--- config.mk ---
export PLATFORM = sky130hd
export DESIGN_NAME = mux8_rr_arbiter
export DESIGN_NICKNAME = d
export VERILOG_FILES = /design/src/rtl/mux8_arb_pkg.sv /design/src/rtl/rr_pick8.sv /design/src/rtl/mux8_rr_arbiter.sv
export SDC_FILE = /design/constraint.sdc
export NUM_CORES = 1
export LEC_CHECK = 0
export BUFFER_PORTS_ARGS = -buffer_cell sky130_fd_sc_hd__buf_2
export CAP_MARGIN = 25
export CORE_MARGIN = 3
export CORE_UTILIZATION = 55
export CTS_CLUSTER_DIAMETER = 200
export DETAILED_ROUTE_END_ITERATION = 12
export PLACE_DENSITY = 0.84
export SYNTH_ARGS = -nofsm -noshare
export SYNTH_HDL_FRONTEND = slang
export SYNTH_SLANG_ARGS = --single-unit
--- constraint.sdc ---
create_clock -name clk -period 4.7 [get_ports clk]
set_input_delay 0.705 -clock clk [delete_from_list [all_inputs] [get_ports clk]]
set_output_delay 0.705 -clock clk [all_outputs]
set_load 0.02 [all_outputs]
--- src/rtl/mux8_arb_pkg.sv ---
// Shared constants and state encoding for the 8-way round-robin mux arbiter.
// Latency: n/a (declarations only).
// Backpressure: n/a.
package mux8_arb_pkg;

    localparam int NUM_REQ           = 8;
    localparam int SEL_W             = 3;
    localparam int DEFAULT_MAX_BURST = 4;

    typedef enum logic {
        IDLE  = 1'b0,
        GRANT = 1'b1
    } arb_state_t;

endpackage

--- src/rtl/rr_pick8.sv ---
// Round-robin winner search over 8 requests, starting just after the last granted index.
// Latency: purely combinational.
// Backpressure: none; found=0 when no request is asserted.
module rr_pick8
    import mux8_arb_pkg::*;
(
    input  logic [NUM_REQ-1:0] req,
    input  logic [SEL_W-1:0]   last,
    output logic [SEL_W-1:0]   winner,
    output logic               found
);

    logic [SEL_W-1:0]   start;
    logic [NUM_REQ-1:0] rot;
    logic [SEL_W-1:0]   idx;

    assign start = last + 3'd1;

    // rot[0] is the highest-priority candidate (last+1); the 3-bit sum wraps mod 8.
    always_comb begin
        rot = '0;
        for (int i = 0; i < NUM_REQ; i++) begin
            rot[i] = req[start + 3'(i)];
        end
    end

    always_comb begin
        idx   = '0;
        found = 1'b0;
        for (int i = NUM_REQ - 1; i >= 0; i--) begin
            if (rot[i]) begin
                idx   = 3'(i);
                found = 1'b1;
            end
        end
    end

    assign winner = idx + start;

endmodule

--- src/rtl/mux8_rr_arbiter.sv ---
// Round-robin arbiter driving mux_8x1 select lines and a one-hot grant, bounded bursts.
// Latency: request sampled at edge N is granted after edge N+1; handover has no idle cycle.
// Backpressure: en=0 or no requests releases the grant at the next edge; sel holds in idle.
module mux8_rr_arbiter
    import mux8_arb_pkg::*;
#(
    parameter int MAX_BURST = DEFAULT_MAX_BURST,
    parameter int CNT_W     = 4
) (
    input  logic               clk,
    input  logic               rst,
    input  logic               en,
    input  logic [NUM_REQ-1:0] req,
    output logic [NUM_REQ-1:0] grant,
    output logic               sel0,
    output logic               sel1,
    output logic               sel2,
    output logic               busy
);

    arb_state_t         state_q, state_nxt;
    logic [SEL_W-1:0]   last_q, last_nxt;
    logic [SEL_W-1:0]   sel_q, sel_nxt;
    logic [CNT_W-1:0]   cnt_q, cnt_nxt;
    logic [NUM_REQ-1:0] grant_q, grant_nxt;
    logic               busy_q, busy_nxt;

    logic [SEL_W-1:0]   winner;
    logic               found;
    logic [NUM_REQ-1:0] onehot;
    logic               hold;

    // While granted, last_q is the current holder, so one picker serves both idle and handover.
    rr_pick8 u_pick (
        .req    (req),
        .last   (last_q),
        .winner (winner),
        .found  (found)
    );

    always_comb begin
        onehot         = '0;
        onehot[winner] = 1'b1;
    end

    assign hold = en && req[last_q] && (cnt_q < CNT_W'(MAX_BURST));

    always_ff @(posedge clk) begin
        if (rst) begin
            state_q <= IDLE;
            last_q  <= 3'd7;
            sel_q   <= '0;
            cnt_q   <= '0;
            grant_q <= '0;
            busy_q  <= 1'b0;
        end else begin
            state_q <= state_nxt;
            last_q  <= last_nxt;
            sel_q   <= sel_nxt;
            cnt_q   <= cnt_nxt;
            grant_q <= grant_nxt;
            busy_q  <= busy_nxt;
        end
    end

    always_comb begin
        state_nxt = state_q;
        case (state_q)
            IDLE:    if (en && found) state_nxt = GRANT;
            GRANT:   if (!hold && !(en && found)) state_nxt = IDLE;
            default: state_nxt = IDLE;
        endcase
    end

    always_comb begin
        last_nxt  = last_q;
        sel_nxt   = sel_q;
        cnt_nxt   = cnt_q;
        grant_nxt = grant_q;
        busy_nxt  = busy_q;
        case (state_q)
            IDLE: begin
                if (en && found) begin
                    last_nxt  = winner;
                    sel_nxt   = winner;
                    cnt_nxt   = CNT_W'(1);
                    grant_nxt = onehot;
                    busy_nxt  = 1'b1;
                end else begin
                    grant_nxt = '0;
                    busy_nxt  = 1'b0;
                end
            end
            GRANT: begin
                if (hold) begin
                    cnt_nxt = cnt_q + CNT_W'(1);
                end else if (en && found) begin
                    // Burst boundary: may re-pick the same holder if it is the only requester.
                    last_nxt  = winner;
                    sel_nxt   = winner;
                    cnt_nxt   = CNT_W'(1);
                    grant_nxt = onehot;
                    busy_nxt  = 1'b1;
                end else begin
                    cnt_nxt   = '0;
                    grant_nxt = '0;
                    busy_nxt  = 1'b0;
                end
            end
            default: begin
                grant_nxt = '0;
                busy_nxt  = 1'b0;
            end
        endcase
    end

    assign grant = grant_q;
    assign sel0  = sel_q[0];
    assign sel1  = sel_q[1];
    assign sel2  = sel_q[2];
    assign busy  = busy_q;

endmodule

# Yosys cells after proc, flatten, opt, wreduce, memory -nomap -nowiden

Index checks and enable logic that the tools add are counted.

Input port bits: 11
Logic and storage cells: 92
Register bits after elaboration: 20
Output and inout port bits: 12

$lt $le $gt $ge: 12
Reduce and logical (&&, ||, !) cells: 7
Eq/ne operators: 2
Add/sub/neg operators: 10
Multiplexer cells: 54
Bitwise gates (word level): 1

Operators with widths:

| cell                                                               | count |
|---|---|
| < comparator 3 x 4 -> 1 bit (second input constant)                | 10 |
| two-way mux 3 bit                                                  | 12 |
| binary-select mux 1 bit (select 3 bit)                             | 9 |
| two-way mux 1 bit                                                  | 22 |
| two-way mux 8 bit                                                  | 2 |
| one-hot mux 8 bit (2 select lines)                                 | 1 |
| adder 3 bit (second input constant)                                | 4 |
| one-hot mux 3 bit (2 select lines)                                 | 2 |
| two-way mux 4 bit                                                  | 2 |
| one-hot mux 4 bit (2 select lines)                                 | 1 |
| adder 3 x 1 -> 3 bit (second input constant)                       | 2 |
| adder 3 x 2 -> 3 bit (second input constant)                       | 2 |
| logical AND 1 bit                                                  | 5 |
| adder 4 x 1 -> 4 bit (second input constant)                       | 1 |
| < comparator 4 x 3 -> 1 bit (second input constant)                | 1 |
| != test 2 bit (second input constant)                              | 2 |
| one-hot mux 1 bit (2 select lines)                                 | 2 |
| adder 3 bit                                                        | 1 |
| demux 1 bit (select 3 bit)                                         | 1 |
| greater-or-equal comparator 3 x 1 -> 1 bit (second input constant) | 1 |
| zero test 1 bit                                                    | 2 |
| inverter 1 bit                                                     | 1 |

# Depth between registers and ports, before layout

Depth after elaboration: 20
Gate-level depth with buffers: 18
Mapped depth without buffers: 14

# Modules after synthesis

A second synthesis with hierarchy kept.

Cells, all modules: 188
Area total of the unflattened synthesis: 1637.8 sq um

Modules (own cells, without submodules):

| module          | sequential area each (sq um) | area an instance (sq um) | cells an instance | instances |
|---|---|---|---|---|
| mux8_rr_arbiter | 400.4                        | 944.7                    | 108               | 1 |
| rr_pick8        | 0.0                          | 693.2                    | 80                | 1 |

# Worst setup path before layout

OpenSTA, ideal clock, no wires.

Path type: flip-flop to flip-flop
Start point: reg last_q[0]
End point: reg sel_q[2]
Path slack: 656 ps
Setup time: 117 ps
Arrival: 3927 ps
Buffers on the path: 4
Required time: 4583 ps
Cell stages (with the launch flop): 19
Cells stage by stage: dfxtp_1 -> buf_2 -> inv_2 -> ha_1 -> buf_2 -> buf_6 -> buf_4 -> mux4_2 -> or3_1 -> o311ai_0 -> a21oi_1 -> nor2_1 -> o221a_1 -> ha_1 -> inv_1 -> fa_1 -> nor2b_1 -> a22o_1 -> a32o_1

Cells in the longest elaborated chain, start to end: 16
Elaborated cells between the ends (all ways): 50
Classes of those cells: add/sub: 9; eq/ne: 1; mux: 37; reduce/logical: 3

RTL lines:

| what                                                                        | line                                                         | source |
|---|---|---|
| start: declaration                                                          | mux8_rr_arbiter.sv:22                                        | `logic [SEL_W-1:0] last_q, last_nxt;` |
| start signal: assignment                                                    | mux8_rr_arbiter.sv:58                                        | `last_q <= last_nxt;` |
| adder 3 x 1 -> 3 bit                                                        | rr_pick8.sv:17                                               | `assign start = last + 3'd1;` |
| adder 3 bit                                                                 | rr_pick8.sv:23                                               | `rot[i] = req[start + 3'(i)];` |
| binary-select mux 1 bit (select 3 bit)                                      | rr_pick8.sv:23                                               |  |
| two-way mux 1 bit (not written as such)                                     | rr_pick8.sv:23                                               |  |
| two-way mux 3 bit / two-way mux 1 bit (equally long branches) (8 in series) | rr_pick8.sv:31                                               | `if (rot[i]) begin` |
| adder 3 bit / logical AND 1 bit (equally long branches)                     | rr_pick8.sv:38, mux8_rr_arbiter.sv:83, mux8_rr_arbiter.sv:97 |  |
| two-way mux 3 bit                                                           | mux8_rr_arbiter.sv:83, mux8_rr_arbiter.sv:97                 |  |
| two-way mux 3 bit                                                           | mux8_rr_arbiter.sv:95                                        | `if (hold) begin` |
| one-hot mux 3 bit (2 select lines)                                          | mux8_rr_arbiter.sv:81                                        | `case (state_q)` |
| end signal: assignment                                                      | mux8_rr_arbiter.sv:59                                        | `sel_q <= sel_nxt;` |
| end: declaration                                                            | mux8_rr_arbiter.sv:23                                        | `logic [SEL_W-1:0] sel_q, sel_nxt;` |

Several ways; a longest one is shown, not always the timed one. The select of a mux whose other input is x is not followed.
A chain may end at the register's enable or synchronous reset.

# Worst setup path after layout

Same ends and word-level chain as after synthesis.

==> impl_metrics.yaml <==
status:
  outcome: "finished clean"
clock_tree:
  cts_resized: 0
  post_cts_buffers: 0
  cts_tree: "yes"
  cts_max_level: 1
  numCtsBuffers: 3
  cts_hold_buf: 0
  clock_latency_ns: 0.31
  cts.path.max_buffers: 2
  cts_root_buf: "clkbuf_4"
  clkTransAtPathRegs_ns: 0.11
  clock_sinks: 20
routing:
  drtAntennaViolNets: 0
  wl_per_cell_um: 17.2
  first_pass_iters: 4
  first_iter_violations: 68
  viasPerCell: 6.70
  vias: 1448
  wirelength_um: 3710
  route.detailed.drc: 0
global_routing:
  first_global_vias: 1375
  grt_pass1_wl_um: 6430
  grt_max_degree: 20
  antenna_found_initial: 0
  grt_overflow: 0
  grt.total_usage_pct: 23.5
flow_run:
  maxCapViolCount: 0
final_layout:
  fin_cells: 216
  final_cell_area_sq_um: 1770
  drive_gt1_share_pct: 26.3
  num-nets-final: 203
  layout_common_cells: "22 x buf_2, 20 x dfxtp_1, 15 x nor2_1, 12 x a22o_1, 11 x mux4_2"
  fill_cells: 219
  antenna_cells: 0
  syn2layout_area_growth_pct: 10.5
  final_common_cell: "buf_2"
timing:
  max_freq_ghz: 0.248
  setup-tns-final_ns: 0
  worst_slew_pin_slew_ns: 0.656
  slew_headroom_pct: 56.1
  fin_crit_ns: 4.03
  fin_skew_ns: 0.00284
  period_share_pct: 85.7
  rsz0062_at_grt: "no"
  finalHoldViolCount: 0
  slew_violations: 0
  final-setup-viol-count: 0
critical_path:
  worstPathArrival_ns: 4.24
  startpoint_type: "flop"
  cp.required_ns: 4.91
  critical_path_class: "reg2reg"
  end_kind: "flop"
  crit_fanout: 19
logic_synthesis:
  synth_seq_cells: 20
  synth_top_cell_by_area: "dfxtp_1"
  syn_area_per_cell_sq_um: 9.72
  yosys.area.top_type_share_pct: 25.0
  ys_top_cells_by_area: "dfxtp_1 25%, mux4_2 15%, a22o_1 6.6%"
  syn_area_sq_um: 1600
  seq_area_frac_synth_pct: 25.0
  yosys_most_used_dff: "dfxtp_1"
  ys_types: 48
  synth_edf_count: 0
  synth-async-reset-ratio_pct: 0
  synth_cells: 165
  synth_nets: 181
  yosys_warnings: 0
floorplan:
  initial_core_util_pct: 61.4
  core_region_area_sq_um: 2610
  die_y_um: 60.0
  boundaryPins: 23
  rows: 18
  die-area_sq_um: 3600
  chipWidth_um: 60.0
placement:
  place_area_sq_um: 1720
  place_congestion: 0.966
  dp.cells: 212
  place_hpwl_um: 2830
  portBuffers: 22
worst_hold_path:
  hold_class: "reg2reg"
[layer usage]
layer	part of all wire, %	global-route usage [%]	wire length [um]	vias to the layer above
li1	-	-	-	685
met1	44	32.2	1620	712
met2	49	37.7	1820	47
met3	6.4	6.05	239	4
met4	0.70	4.11	26	0
met5	0	0	0	-
[stage by stage]
stage | utilization, % | hold slack [ns] | setup WS [ns]
2_1_floorplan | - | 0.431 | 0.656
3_3_place_gp | 65.8 | 0.435 | 0.831
3_5_place_dp | 65.8 | 0.432 | 0.709
4_1_cts | 67.8 | 0.449 | 0.671
5_1_grt | 67.8 | 0.489 | 0.385
6_report | 67.8 | 0.446 | 0.670
[synthesized netlist by cell type (2+ instances only)]
cell type / instances
o311ai_0: 2
or3_1: 4
buf_2: 2
a31oi_1: 3
and2_1: 3
o21ai_0: 3
inv_1: 8
mux2i_1: 5
buf_6: 2
ha_1: 4
a22o_1: 12
mux2_2: 2
nand2_1: 9
nor2_1: 15
o32a_1: 4
nor3_1: 7
dfxtp_1: 20
a21oi_1: 9
mux4_2: 11
o21ai_1: 3
nand2b_1: 5
a22oi_1: 3
o22ai_1: 4
[worst paths after layout]
check / start / to / slack [ns] / depth (start not counted)
hold / removal: sel_q[1]$_SDFFE_PP0P_ / sel_q[1]$_SDFFE_PP0P_ / 0.45 / 2
setup / recovery: last_q[0]$_SDFFE_PP1P_ / sel_q[2]$_SDFFE_PP0P_ / 0.67 / 14
hold reg to reg: sel_q[1]$_SDFFE_PP0P_ / sel_q[1]$_SDFFE_PP0P_ / 0.45 / 2
setup reg to reg: last_q[0]$_SDFFE_PP1P_ / sel_q[2]$_SDFFE_PP0P_ / 0.67 / 14
[final cells by class]
| type | instances | area, sq um | area share [%] |
|---|---|---|---|
| multi-input combinational | 129 | 1120 | 63.3 |
| sequential | 20 | 400 | 22.6 |
| timing repair buffer | 24 | 125 | 7.06 |
| tap | 30 | 37.5 | 2.12 |
| inverter | 9 | 33.8 | 1.91 |
| clock inverter | 1 | 30.0 | 1.69 |
| clock buffer | 3 | 22.5 | 1.27 |
[state kept, by name, indices dropped and copies added (netlist names)]
name / cells
grant: 8
cnt_q: 4
last_q: 3
sel_q: 3
busy: 1
state_q: 1
[logic make-up after synthesis]
logic type	after synthesis	share of synthesized area, %
flip-flops	20	25.0
buffers and inverters	16	5.07
adder cells (fa/ha/maj)	5	4.37
XOR/XNOR	2	1.95
AO/OA/AOI/OAI	52	25.4
multiplexers	20	22.3
AND/OR/NAND/NOR	50	16.0
[worst max-delay path, stage by stage (launching register included)]
cell      delay, ns
dfxtp_1        0.36
inv_2          0.07
ha_1           0.67
mux4_2         0.65
or3_1          0.33
o311ai_0       0.10
a21oi_1        0.12
nor2_1         0.13
o221a_1        0.21
ha_1           0.14
inv_1          0.05
fa_1           0.41
nor2b_1        0.17
a22o_1         0.30
a32o_1         0.22
Power is left out: the tool's default activity adds up to more than one toggle a clock period on the data nets, which glitch-free logic cannot reach.
